--- src/rtl/pga_interface.sv ---
// Serial write port for a programmable-gain amplifier: shifts an 8-bit gain code MSB-first
// inside a cs_n-low frame, using the system clock as the PGA serial clock.
module pga_interface #(
    parameter int CS_SETUP_CYCLES = 0,
    parameter int CS_HOLD_CYCLES  = 1,
    parameter int IDLE_GAP_CYCLES = 1
) (
    input  logic       sck,
    input  logic       rst,
    input  logic [7:0] code_i,
    input  logic       set_i,
    output logic       ready_o,
    output logic       cs_n,
    output logic       mosi
);

    localparam logic [2:0] ST_IDLE  = 3'd0;
    localparam logic [2:0] ST_SETUP = 3'd1;
    localparam logic [2:0] ST_SHIFT = 3'd2;
    localparam logic [2:0] ST_HOLD  = 3'd3;
    localparam logic [2:0] ST_GAP   = 3'd4;

    localparam logic [3:0] SETUP_LAST = 4'(CS_SETUP_CYCLES > 0 ? CS_SETUP_CYCLES - 1 : 0);
    localparam logic [3:0] HOLD_LAST  = 4'(CS_HOLD_CYCLES  > 0 ? CS_HOLD_CYCLES  - 1 : 0);
    localparam logic [3:0] GAP_LAST   = 4'(IDLE_GAP_CYCLES > 0 ? IDLE_GAP_CYCLES - 1 : 0);

    // Zero-length phases are skipped by resolving the successor state at elaboration.
    localparam logic [2:0] NEXT_AFTER_IDLE  = (CS_SETUP_CYCLES > 0) ? ST_SETUP : ST_SHIFT;
    localparam logic [2:0] NEXT_AFTER_HOLD  = (IDLE_GAP_CYCLES > 0) ? ST_GAP : ST_IDLE;
    localparam logic [2:0] NEXT_AFTER_SHIFT = (CS_HOLD_CYCLES > 0) ? ST_HOLD : NEXT_AFTER_HOLD;

    logic [2:0] state_q, state_d;
    logic [3:0] cnt_q, cnt_d;
    logic [2:0] bit_cnt_q, bit_cnt_d;
    logic [7:0] shreg_q, shreg_d;
    logic       cs_n_q, cs_n_d;
    logic       mosi_q, mosi_d;

    always_comb begin
        state_d   = state_q;
        cnt_d     = cnt_q;
        bit_cnt_d = bit_cnt_q;
        shreg_d   = shreg_q;
        cs_n_d    = 1'b1;
        mosi_d    = 1'b0;
        case (state_q)
            ST_IDLE: begin
                if (set_i) begin
                    shreg_d   = code_i;
                    cnt_d     = '0;
                    bit_cnt_d = '0;
                    state_d   = NEXT_AFTER_IDLE;
                end
            end
            ST_SETUP: begin
                cs_n_d = 1'b0;
                if (cnt_q == SETUP_LAST) begin
                    cnt_d   = '0;
                    state_d = ST_SHIFT;
                end else begin
                    cnt_d = cnt_q + 4'd1;
                end
            end
            ST_SHIFT: begin
                cs_n_d    = 1'b0;
                mosi_d    = shreg_q[7];
                shreg_d   = {shreg_q[6:0], 1'b0};
                bit_cnt_d = bit_cnt_q + 3'd1;
                if (bit_cnt_q == 3'd7) begin
                    cnt_d   = '0;
                    state_d = NEXT_AFTER_SHIFT;
                end
            end
            ST_HOLD: begin
                cs_n_d = 1'b0;
                if (cnt_q == HOLD_LAST) begin
                    cnt_d   = '0;
                    state_d = NEXT_AFTER_HOLD;
                end else begin
                    cnt_d = cnt_q + 4'd1;
                end
            end
            ST_GAP: begin
                if (cnt_q == GAP_LAST) begin
                    cnt_d   = '0;
                    state_d = ST_IDLE;
                end else begin
                    cnt_d = cnt_q + 4'd1;
                end
            end
            default: begin
                state_d = ST_IDLE;
            end
        endcase
    end

    always_ff @(posedge sck) begin
        if (!rst) begin
            state_q   <= ST_IDLE;
            cnt_q     <= '0;
            bit_cnt_q <= '0;
            shreg_q   <= '0;
        end else begin
            state_q   <= state_d;
            cnt_q     <= cnt_d;
            bit_cnt_q <= bit_cnt_d;
            shreg_q   <= shreg_d;
        end
    end

    // Pins change half a cycle after the control logic so they are stable at the PGA's rising-edge sample.
    always_ff @(negedge sck) begin
        if (!rst) begin
            cs_n_q <= 1'b1;
            mosi_q <= 1'b0;
        end else begin
            cs_n_q <= cs_n_d;
            mosi_q <= mosi_d;
        end
    end

    assign ready_o = (state_q == ST_IDLE);
    assign cs_n    = cs_n_q;
    assign mosi    = mosi_q;

endmodule

--- config.mk ---
export PLATFORM = sky130hd
export DESIGN_NAME = pga_interface
export DESIGN_NICKNAME = d
export VERILOG_FILES = /design/src/rtl/pga_interface.sv
export SDC_FILE = /design/constraint.sdc
export NUM_CORES = 1
export LEC_CHECK = 0
export BUFFER_PORTS_ARGS = -buffer_cell sky130_fd_sc_hd__buf_2
export CAP_MARGIN = 20
export CORE_ASPECT_RATIO = 0.7
export CORE_UTILIZATION = 54
export CTS_CLUSTER_SIZE = 16
export DETAILED_ROUTE_END_ITERATION = 10
export GPL_TIMING_DRIVEN = 0
export PLACE_DENSITY = 0.86
export SLEW_MARGIN = 10
export SYNTH_ARGS = -nofsm -noshare
export SYNTH_HDL_FRONTEND = slang
export SYNTH_SLANG_ARGS = --single-unit
--- constraint.sdc ---
create_clock -name sck -period 1.9 [get_ports sck]
set_input_delay 0.19 -clock sck [delete_from_list [all_inputs] [get_ports sck]]
set_output_delay 0.19 -clock sck [all_outputs]
set_load 0.01 [all_outputs]
==> results.yml <==
outcome:
  status: "finished with violations"
  violations: "setup timing"
floorplanning:
  design.die.area_mm2: 0.002035
  dieWidth_um: 53.49
  die_h_um: 38.05
  initial_core_util_pct: 60.14
  core_area_mm2: 0.001667
  rows: 12
  ioPinCount: 14
cells_and_area:
  fillCellCount: 131
  stdcell_area_mm2: 0.001177
  nNetsFinal: 148
  syn2layout_area_growth_pct: 17.48
  num_antenna_cells: 0
  layout-drive-gt1-share_pct: 25.00
routing:
  firstDrtPassIters: 4
  finalWirelength_um: 2187
  drtIter0Drc: 19
  drtAntennaViolNets: 0
  vias_per_cell: 5.739
  wire_per_inst_um: 14.29
  vias: 878
  drc: 0
critical_path:
  cp_slowest_cell: "dfxtp_2"
  cp-startpoint: "mosi"
  reg2reg_to: "mosi"
  cp-end-kind: "primary output"
  crit_end: "mosi"
  critPathMaxStageDelay_ns: 0.31
  crit_path_start_kind: "flip-flop"
  worst-path-buf-inv: 1
  cp.arrival_ns: 1.72
  path_depth: 1
  reg2reg_depth: 3
  crit_path_cell_trace: "buf_6"
  crit_path_max_fanout: 1
  crit_required_ns: 1.71
  rrSetupSlack_ns: 0.05
  crit_family: "flip-flops"
  r2r_start: "state_q[0]"
  crit_type: "reg2out"
logic_synthesis:
  synth_most_common_cell: "dfxtp_1"
  synth_top_cells_by_count: "dfxtp_1, nor2_1, a21oi_1, nand3_1, nor4b_1"
  yosys_warnings: 0
  yosysUniqueCellTypes: 34
  netlist_area_mm2: 0.001002
  synth-main-ff-cell: "dfxtp_1"
  yosysTopAreaCell: "dfxtp_1"
  avgSynthCellArea_um2: 8.869
  synth_top_area_share_pct: 39.95
  synth_area_leaders: "dfxtp_1, nor2_1, nor4b_1"
  yosysSeqAreaShare_pct: 39.95
  synth-async-reset-ratio_pct: 0
  synth_cells: 113
  synth_edf_count: 0
  synth_seq_cells: 20
  syn-num-nets: 128
placement:
  postPlaceCellArea_mm2: 0.001105
  post-place-ws_ns: -0.1350
  io_buffer_count: 13
  hpwl_um: 1590
  gp_congestion: 0.7568
clock_tree:
  numClockSinks: 20
  root_buffer: "clkbuf_4"
  path_clk_slew_ns: 0.11
  cts_made_buffers: 3
  htree_levels: 1
  cts_tree: "done"
  clockBufferDepth: 2
  clk_latency_ns: 0.36
timing:
  fin_skew_ns: 0.06130
  fin_ws_ns: -0.01258
  max_slew_margin_pct: 58.85
  finalSetupViolCount: 2
  rsz0062_at_grt: "yes"
  tightestPinTransition_ns: 0.6159
  hold_viol_final: 0
  drv_slew: 0
pwr:
  p_total_uw: 839.1
  p_per_area_mw_per_mm2: 712.7
  power_leakage_uw: 0.0005140
  ir_worst_vdd_mv: 0.6518
grt:
  grt_antenna_before_repair: 0
  grt_usage_pct: 24.38
  grt_start_max_net_pins: 12
  grt_pass1_wl_um: 3443
  grt-ovfl-total: 0
  grt_pass1_vias: 801
worst_hold_path:
  hold_class: "in2reg"
flow_run:
  drv_cap: 0
[layout make-up]
class	instances	area, um^2	area share (%)
repair buffers	14	85.08	7.226
plain buffers	8	48.80	4.145
clock buffers	3	22.52	1.913
well taps	21	26.28	2.232
clock inverters	3	25.02	2.125
multi-input cells	81	553.0	46.97
inverters	3	11.26	0.9564
flip-flops and latches	20	405.4	34.43
[through the flow]
stage	hold slack [ns]	TNS [ns]	utilization, %	cells
after detailed placement	0.4805	-0.2241	66.29	147
after floorplan	0.3461	0	-	113
after global routing	0.1428	-0.1068	70.65	153
after CTS	0.1507	-0.03574	69.82	153
final	0.1633	-0.02483	70.65	153
after global placement	0.4603	-0.1399	66.29	147
[worst min path at each step]
stage	depth (start not counted)	end	slack, ns	startpoint
floorplan	2	shreg_q[0]	0.35	code_i[0]
global placement	2	shreg_q[0]	0.46	shreg_q[0]
detailed placement	2	shreg_q[0]	0.48	shreg_q[0]
CTS	3	shreg_q[0]	0.15	code_i[0]
global route	3	shreg_q[5]	0.14	code_i[5]
finish	3	shreg_q[5]	0.16	code_i[5]
[cell usage in the layout, fill, tap and decap left out, types with 2 or more instances in the layout]
cell / instances
buf_2: 14
nor2b_1: 4
o2111ai_1: 2
inv_1: 5
dfxtp_1: 16
a21oi_1: 7
buf_6: 4
a22o_2: 2
nor4b_1: 6
nand3_1: 7
o31a_1: 2
a21boi_0: 5
nor3b_1: 3
nor2_1: 15
clkbuf_4: 3
or3b_2: 2
nand2_1: 3
clkbuf_1: 3
ha_1: 4
o21ai_0: 2
o21a_1: 2
and3_1: 2
dfxtp_2: 4
[kinds of logic after synthesis]
family,share of synthesized area (%)
fa+ha+maj,4.994
flops,39.95
compound gates,19.98
buf+inv,5.992
simple gates,28.21
xor+xnor,0.8741
[flip-flops by register name, summed over array words and instances (netlist names)]
signal	count
shreg_q	8
cnt_q	4
bit_cnt_q	3
state_q	3
cs_n	1
mosi	1
[routing by layer]
layer  share of wire (%)  up-vias  track usage [%]  wire [um]
met5                   0        -                0          0
met4                0.46        0            6.579         10
met3                 4.7        3            8.333        103
met2                  47       18            40.94       1021
met1                  48      406            29.64       1051
li1                    -      451                -          -
[timing repair]
action                                  CTS  global route
hold buffers                              0             0
endpoints found under the setup margin    3             3
gates resized for setup                   2             5
buffers inserted                          1             0
[power by group]
group / leakage [uW] / switching (uW) / internal (uW) / total [uW]
Combinational: 0.000312 / 51.7 / 50.0 / 102
Clock: 0.0000372 / 135 / 150 / 285
Sequential: 0.000165 / 11.7 / 440 / 452
Total: 0.000514 / 199 / 640 / 839
Note: power is estimated with default switching activity, not from simulation.
